--- config.mk ---
export PLATFORM = sky130hd
export DESIGN_NAME = sdram_arbiter
export DESIGN_NICKNAME = d
export VERILOG_FILES = /design/src/rtl/sdram_arb_pkg.sv /design/src/rtl/sdram_arb_rr.sv /design/src/rtl/sdram_arbiter.sv
export SDC_FILE = /design/constraint.sdc
export NUM_CORES = 1
export LEC_CHECK = 0
export BUFFER_PORTS_ARGS = -buffer_cell sky130_fd_sc_hd__buf_2
export CAP_MARGIN = 30
export CORE_UTILIZATION = 48
export CTS_CLUSTER_SIZE = 40
export DETAILED_ROUTE_END_ITERATION = 8
export PLACE_DENSITY = 0.81
export RECOVER_POWER = 25
export SYNTH_ARGS = -nofsm -noshare
export SYNTH_HDL_FRONTEND = slang
export SYNTH_SLANG_ARGS = --single-unit
export TNS_END_PERCENT = 50
--- constraint.sdc ---
create_clock -name clk -period 4.48 [get_ports clk]
set_clock_uncertainty 0.05 [all_clocks]
set_input_delay 1.344 -clock clk [delete_from_list [all_inputs] [get_ports clk]]
set_output_delay 1.344 -clock clk [all_outputs]
set_load 0.01 [all_outputs]
--- src/rtl/sdram_arb_pkg.sv ---
// Shared types for the SDRAM port arbiter: FSM states, grant encoding and bus widths.
package sdram_arb_pkg;

  localparam int DATA_W = 16;
  localparam int BE_W   = DATA_W / 8;

  typedef enum logic [1:0] {
    IDLE     = 2'd0,
    WR       = 2'd1,
    RD       = 2'd2,
    RD_DRAIN = 2'd3
  } state_t;

  typedef enum logic {
    GNT_WR = 1'b0,
    GNT_RD = 1'b1
  } grant_t;

endpackage

--- src/rtl/sdram_arb_rr.sv ---
// Two-way round-robin picker; an urgent writer always wins regardless of history.
module sdram_arb_rr
  import sdram_arb_pkg::*;
(
  input  logic wr_req,
  input  logic rd_req,
  input  logic wr_urgent,
  input  logic last_grant,
  output logic grant,
  output logic grant_valid
);

  always_comb begin
    grant       = GNT_WR;
    grant_valid = wr_req || rd_req;
    if (wr_req && wr_urgent) begin
      grant = GNT_WR;
    end else if (wr_req && rd_req) begin
      // Tie: hand the port to whichever side did not have it last.
      grant = (last_grant == GNT_WR) ? GNT_RD : GNT_WR;
    end else if (rd_req) begin
      grant = GNT_RD;
    end
  end

endmodule

--- src/rtl/sdram_arbiter.sv ---
// Burst arbiter sharing one SDRAM controller port between the capture writer and readout reader.
// Define SDRAM_ARB_STATS_EN to add saturating burst/stall statistics outputs.
module sdram_arbiter
  import sdram_arb_pkg::*;
#(
  parameter int ADDR_W      = 21,
  parameter int DATA_W      = 16,
  parameter int BURST_LEN   = 256,
  parameter int MAX_PENDING = 8
) (
  input  logic              clk,
  input  logic              reset,
  input  logic              wr_req,
  input  logic              wr_urgent,
  input  logic [ADDR_W-1:0] wr_addr,
  input  logic [DATA_W-1:0] wr_data,
  output logic              wr_pop,
  output logic              wr_done,
  input  logic              rd_req,
  input  logic [ADDR_W-1:0] rd_addr,
  output logic [DATA_W-1:0] rd_data,
  output logic              rd_valid,
  output logic              rd_done,
  output logic [ADDR_W-1:0] az_addr,
  output logic [DATA_W-1:0] az_data,
  output logic [BE_W-1:0]   az_be_n,
  output logic              az_cs,
  output logic              az_rd_n,
  output logic              az_wr_n,
  input  logic [DATA_W-1:0] za_data,
  input  logic              za_valid,
  input  logic              za_waitrequest,
  output logic              busy,
  output logic              err
`ifdef SDRAM_ARB_STATS_EN
  ,
  output logic [15:0]       stat_wr_bursts,
  output logic [15:0]       stat_rd_bursts,
  output logic [31:0]       stat_stall_cycles
`endif
);

  localparam int CNT_W  = $clog2(BURST_LEN);
  localparam int PEND_W = $clog2(MAX_PENDING + 1);

  state_t              state_reg, state_next;
  grant_t              last_grant_reg;
  logic [ADDR_W-1:0]   base_reg;
  logic [CNT_W-1:0]    cnt_reg;
  logic [PEND_W-1:0]   pending_reg, pending_next;
  logic                wr_done_reg, rd_done_reg, rd_valid_reg, err_reg;
  logic [DATA_W-1:0]   rd_data_reg;

  logic                rr_grant, rr_valid;
  logic                wr_accept, rd_accept;
  logic                cnt_last, rd_allowed, za_valid_ok;
  logic [ADDR_W-1:0]   cmd_addr;

  sdram_arb_rr u_rr (
    .wr_req      (wr_req),
    .rd_req      (rd_req),
    .wr_urgent   (wr_urgent),
    .last_grant  (last_grant_reg),
    .grant       (rr_grant),
    .grant_valid (rr_valid)
  );

  assign cmd_addr    = base_reg + ADDR_W'(cnt_reg);
  assign cnt_last    = (cnt_reg == CNT_W'(BURST_LEN - 1));
  assign rd_allowed  = (pending_reg < PEND_W'(MAX_PENDING));
  // Returns with nothing outstanding are dropped and flagged instead of forwarded.
  assign za_valid_ok = za_valid && (pending_reg != '0);

  always_comb begin
    pending_next = pending_reg;
    case ({rd_accept, za_valid_ok})
      2'b10:   pending_next = pending_reg + PEND_W'(1);
      2'b01:   pending_next = pending_reg - PEND_W'(1);
      default: pending_next = pending_reg;
    endcase
  end

  always_comb begin
    state_next = state_reg;
    az_cs      = 1'b0;
    az_rd_n    = 1'b1;
    az_wr_n    = 1'b1;
    az_addr    = '0;
    az_data    = '0;
    wr_pop     = 1'b0;
    wr_accept  = 1'b0;
    rd_accept  = 1'b0;
    case (state_reg)
      IDLE: begin
        if (rr_valid) state_next = (rr_grant == GNT_WR) ? WR : RD;
      end
      WR: begin
        az_cs   = 1'b1;
        az_wr_n = 1'b0;
        az_addr = cmd_addr;
        az_data = wr_data;
        if (!za_waitrequest) begin
          wr_pop    = 1'b1;
          wr_accept = 1'b1;
          if (cnt_last) state_next = IDLE;
        end
      end
      RD: begin
        az_addr = cmd_addr;
        if (rd_allowed) begin
          az_cs   = 1'b1;
          az_rd_n = 1'b0;
          if (!za_waitrequest) begin
            rd_accept = 1'b1;
            if (cnt_last) state_next = RD_DRAIN;
          end
        end
      end
      RD_DRAIN: begin
        if (pending_next == '0) state_next = IDLE;
      end
      default: state_next = IDLE;
    endcase
  end

  always_ff @(posedge clk) begin
    if (reset) begin
      state_reg      <= IDLE;
      last_grant_reg <= GNT_RD;
      base_reg       <= '0;
      cnt_reg        <= '0;
      pending_reg    <= '0;
      wr_done_reg    <= 1'b0;
      rd_done_reg    <= 1'b0;
      rd_valid_reg   <= 1'b0;
      rd_data_reg    <= '0;
      err_reg        <= 1'b0;
    end else begin
      state_reg   <= state_next;
      pending_reg <= pending_next;
      if (state_reg == IDLE && rr_valid) begin
        base_reg       <= (rr_grant == GNT_WR) ? wr_addr : rd_addr;
        cnt_reg        <= '0;
        last_grant_reg <= grant_t'(rr_grant);
      end else if (wr_accept || rd_accept) begin
        cnt_reg <= cnt_reg + CNT_W'(1);
      end
      wr_done_reg  <= wr_accept && cnt_last;
      rd_done_reg  <= (state_reg == RD_DRAIN) && (pending_next == '0);
      rd_valid_reg <= za_valid_ok;
      if (za_valid_ok) rd_data_reg <= za_data;
      if (za_valid && pending_reg == '0) err_reg <= 1'b1;
    end
  end

  assign az_be_n  = '0;
  assign wr_done  = wr_done_reg;
  assign rd_done  = rd_done_reg;
  assign rd_valid = rd_valid_reg;
  assign rd_data  = rd_data_reg;
  assign busy     = (state_reg != IDLE);
  assign err      = err_reg;

`ifdef SDRAM_ARB_STATS_EN
  logic [15:0] stat_wr_reg, stat_rd_reg;
  logic [31:0] stat_stall_reg;

  always_ff @(posedge clk) begin
    if (reset) begin
      stat_wr_reg    <= '0;
      stat_rd_reg    <= '0;
      stat_stall_reg <= '0;
    end else begin
      if (wr_done_reg && stat_wr_reg != '1) stat_wr_reg <= stat_wr_reg + 16'd1;
      if (rd_done_reg && stat_rd_reg != '1) stat_rd_reg <= stat_rd_reg + 16'd1;
      if (az_cs && za_waitrequest && stat_stall_reg != '1)
        stat_stall_reg <= stat_stall_reg + 32'd1;
    end
  end

  assign stat_wr_bursts    = stat_wr_reg;
  assign stat_rd_bursts    = stat_rd_reg;
  assign stat_stall_cycles = stat_stall_reg;
`endif

endmodule

======== Word-level counts from Yosys, hierarchy flattened ========
Cells that the tools add are included.
storage, ports and cells
  flip-flop bits (word level) ............. 56
  input bits .............................. 81
  output and inout bits ................... 64
cells by class
  add/sub/neg operators ................... 4
  order comparisons ....................... 1
  eq/ne operators ......................... 13
  muxes and demuxes ....................... 26
  reduce and logical (&&, ||, !) cells .... 17
operator list
  cell                                                 number
  two-way mux 21 bit                                   2
  adder 21 x 8 -> 21 bit                               1
  two-way mux 16 bit                                   1
  two-way mux 2 bit                                    8
  inequality test 2 bit, second input constant         7
  two-way mux 1 bit                                    12
  adder 8 x 1 -> 8 bit, second input constant          1
  equality test 8 bit, second input constant           1
  zero test 4 bit                                      2
  case mux 2 bit (4 select lines)                      1
  case mux 4 bit (2 select lines)                      1
  logical AND 1 bit                                    7
  AND reduction 7 bit                                  1
  equality test 2 bit, second input constant           3
  adder 4 x 1 -> 4 bit, second input constant          1
  equality test 2 x 1 -> 1 bit, second input constant  2
  < comparator 4 bit, second input constant            1
  nonzero test 4 bit                                   1
  OR reduction 2 bit                                   2
  subtractor 4 x 1 -> 4 bit, second input constant     1
  zero test 2 bit                                      1
  logical OR 1 bit                                     2
  case mux 1 bit (2 select lines)                      1
  nonzero test 2 bit                                   1

======== Depth between registers and ports, before layout ========
  word-level depth ........................ 8
  mapped depth ............................ 14
  gate-level depth less buffers ........... 12

======== Hierarchy ========
A second synthesis with hierarchy kept.
second synthesis, totals
  cells, all modules ...................... 432
  area, all modules ....................... 3,434.5 µm²
modules (own cells, without submodules)
  module         times used  cells each  area each (µm²)
  sdram_arbiter  1           429         3,417.0
  sdram_arb_rr   1           3           17.5

======== Least setup slack after synthesis ========
Ideal clock, no wire load.
  kind .................................... register to output
  start ................................... register cnt_reg[0]
  end ..................................... output port az_addr[18]
  arrival time ............................ 2.339 ns
  data required time ...................... 3.086 ns
  slack ................................... 0.747 ns
  cell stages (with the launch flop) ...... 9
  buffers on the path ..................... 0
  cells stage by stage .................... dfxtp_1 -> ha_1 -> fa_1 -> a21oi_1 -> o21ai_1 -> a2111oi_2 -> nor2_1 -> a21o_1 -> a21oi_1
on the way
  cells in the longest elaborated chain, start to end .. 2
ends and longest elaborated chain
  element                 line                  RTL
  start, declared         sdram_arbiter.sv:49   logic [CNT_W-1:0] cnt_reg;
  start signal, assigned  sdram_arbiter.sv:146  cnt_reg <= cnt_reg + CNT_W'(1);
  adder 21 x 8 -> 21 bit  sdram_arbiter.sv:68   assign cmd_addr = base_reg + ADDR_W'(cnt_reg);
  two-way mux 21 bit      sdram_arbiter.sv:93   case (state_reg)
  end, declared           sdram_arbiter.sv:24   output logic [ADDR_W-1:0] az_addr,
Every way passes these cells.

======== Final worst setup path ========
Same ends and word-level chain as after synthesis.

==> results.md <==
- Int Pwr: 0.00114 W
- Comb pwr share: 50.6%
- WL/cell: 12.6 um
- Post-synth EDFFs: 0
- Peak supply drop: 0.307 mV
- Max reg flops: 21
- Final period util: 93.7%
- CTS sink count: 56
- Total Wirelength: 7.91 mm
- Synthesized area: 3340 um^2
- Resize count post-CTS: 0
- Initial antenna violation count: 0
- Tightest Pin Transition: 1330 ps
- Final Hold Vio Count: 0
- Core area: 6760 um^2
- Clk buf depth: 2
- GRT Total Usage: 22.2%
- # Post-CTS Setup Buffers: 0
- Synth area leader: dfxtp_1
- Worst EP required: 3090 ps
- Dominant delay contributor by cell family on the critical path: compound AO/OA/AOI/OAI gates
- Synthesis warning total: 0
- Cell-by-cell trace of the critical path: ha_1, fa_1, a21oi_1, o21ai_1, a2111oi_2, buf_4, nor2_1, a21o_1, a21oi_1, buf_2
- Clk pin slew, worst setup/hold paths: 110 ps
- Net Sw Power: 0.000886 W
- # hold bufs at CTS: 0
- Max cap viols: 0
- 1st-iter DRT viols: 76
- Root buf cell: clkbuf_8
- Initial Util: 49.5%
- Die X: 85.4 um
- Post-synthesis register bit count: 56
- Ratio of cells with drive above 1 in the final layout: 28.8%
- Async S/R FF share, synth: 0%
- Chip height: 85.4 um
- Worst EP arrival: 2800 ps
- Clock group share of total power: 14.6%
- Ys flop type: dfxtp_1
- Hpwl dp: 6.06 mm
- Highest clock rate: 0.238 GHz
- Row cnt: 30
- Num CTS Buffers: 5
- RSZ-0062 raised after global routing: no
- Max-slew violations: 0
- Crit-path max cell delay: 400 ps
- Vias in the first global route: 3032
- Synthesis-to-layout area growth: 24.6%
- Placed inst area: 4080 um^2
- H-tree levels: 2
- Worst min-delay path class: reg2reg
- CTS tree: done
- Status: finished clean
- Critical Path End Type: primary output
- LEAKAGE: 1.89 nW
- Vias: 3336
- Io pins: 145
- Area contributors post-synth: dfxtp_1 34%, mux2i_1 7.5%, nand2_1 6.4%
- GR Overflow Total: 0
- ANT cells: 0
- CP max FO: 6
- Synth cell types: 57
- Routability Congestion: 0.890
- Setup TNS: 0 ps
- Avg Cell Area, Syn: 8.09 um^2
- Final worst path period need: 4200 ps
- Vias/cell: 5.33
- Skew-Pair Late Insertion Delay: 320 ps
- Setup-failing EPs final: 0
- Most used cell, CP: a21oi_1
- Post-route DRC: 0
- Post-synthesis sequential area ratio: 33.5%
- Final hold slack: 407 ps
- Switching Share: 43.7%
- Largest net degree at the start of global routing: 34
- CP bufs+invs: 2
- Nature of the critical path startpoint: register
- Rel. slew slack: 11.6%
- ANT nets after route: 0
- Drt pass-1 iters: 5
- Final instance area: 4160 um^2
- CP max stage cell: fa_1
- Share of the synthesized area in the top cell type: 33.5%
- Port bufs: 142
- Nets@finish: 643
- Setup CP Type: reg2out
- Most frequent cells in the layout: 132 x buf_2, 57 x nand2_1, 56 x dfxtp_1
- Seq pwr share: 34.8%
- Pwr Density: 487 nW/um^2
- Syn Inst Count: 413
- Die Area: 7300 um^2
- First-pass GRT wire length: 13.4 mm
- Commonest non-fill, non-tap cell in the layout: buf_2
## worst paths after layout
path | cells past startpoint | slack [ps] | endpoint | startpoint
worst min register to register | 2 | 410 | rd_data[6]$_SDFFE_PP0P_ | rd_data[6]$_SDFFE_PP0P_
worst max register to register | 12 | 960 | state_reg[0]$_SDFFE_PP0P_ | pending_reg[3]$_SDFF_PP0_
worst max-delay path | 10 | 280 | az_addr[18] | cnt_reg[0]$_SDFFE_PP0P_
worst min-delay path | 2 | 410 | rd_data[6]$_SDFFE_PP0P_ | rd_data[6]$_SDFFE_PP0P_
## power by group through the flow
stage / Sequential, W / Clock, W / Combinational [W]
finish: 0.000705 / 0.000297 / 0.00103
global placement: 0.000707 / 0 / 0.00101
global route: 0.000721 / 0.000318 / 0.00115
detailed placement: 0.000713 / 0 / 0.00104
floorplan: 0.000707 / 0 / 0.000731
CTS: 0.000703 / 0.000304 / 0.00104
## stage by stage
stage	utilization [%]	cells	setup slack [ps]	power [W]
2_1_floorplan	-	414	747	0.00144
3_3_place_gp	60.4	618	506	0.00171
3_5_place_dp	60.4	618	332	0.00175
4_1_cts	61.8	626	270	0.00205
5_1_grt	61.6	626	123	0.00219
6_report	61.6	626	284	0.00203
## worst min-delay path: stages (launching register included)
cell     delay (ps)
dfxtp_1         320
nand2_1          50
a21oi_1          50
## logic make-up after synthesis
group                    synth area share [%]
flip-flops                               33.5
XOR/XNOR                                 4.72
multiplexers                             8.16
buffers and inverters                    4.94
adder cells (fa/ha/maj)                  6.59
AO/OA/AOI/OAI                            17.7
AND/OR/NAND/NOR                          24.2
other                                   0.112
## cells in the mapped netlist (2+ instances only)
master and count:
o21ai_1 4, mux2i_1 25, a2111oi_2 2, nand4_1 5, buf_6 2, or3_1 7, nor4_1 4, buf_1 2
o311a_1 2, nor3b_1 2, nand2_1 57, nand2b_1 5, o31ai_1 2, dfxtp_1 56, and2_1 20, a21oi_1 36
or4_1 2, ha_1 16, nor2_1 34, a21o_1 4, or2_2 3, nand3_1 6, nor2b_1 4, buf_4 2
nor3_1 4, o22ai_1 3, and4_1 2, inv_1 14, o21a_1 2, a211oi_1 2, mux2_2 2, xor2_1 8
xnor2_1 10, a2111o_1 2, clkbuf_1 16, o21ai_0 25
## layout make-up
cell class	count	area (um^2)
Fill cell	633	2590
Multi-Input combinational cell	320	2060
Sequential cell	56	1120
Timing Repair Buffer	146	728
Tap cell	80	100
Clock buffer	5	68.8
Inverter	16	60.1
Clock inverter	3	25.0
## routing by layer
metal  up-vias  GRT usage, %  wire, um
li1       1697             -         -
met1      1518          26.9      3440
met2       114          39.1      3830
met3         7          5.25       558
met4         0          6.52        89
met5         -             0         0
No activity file was read; power rests on OpenSTA's default activity.
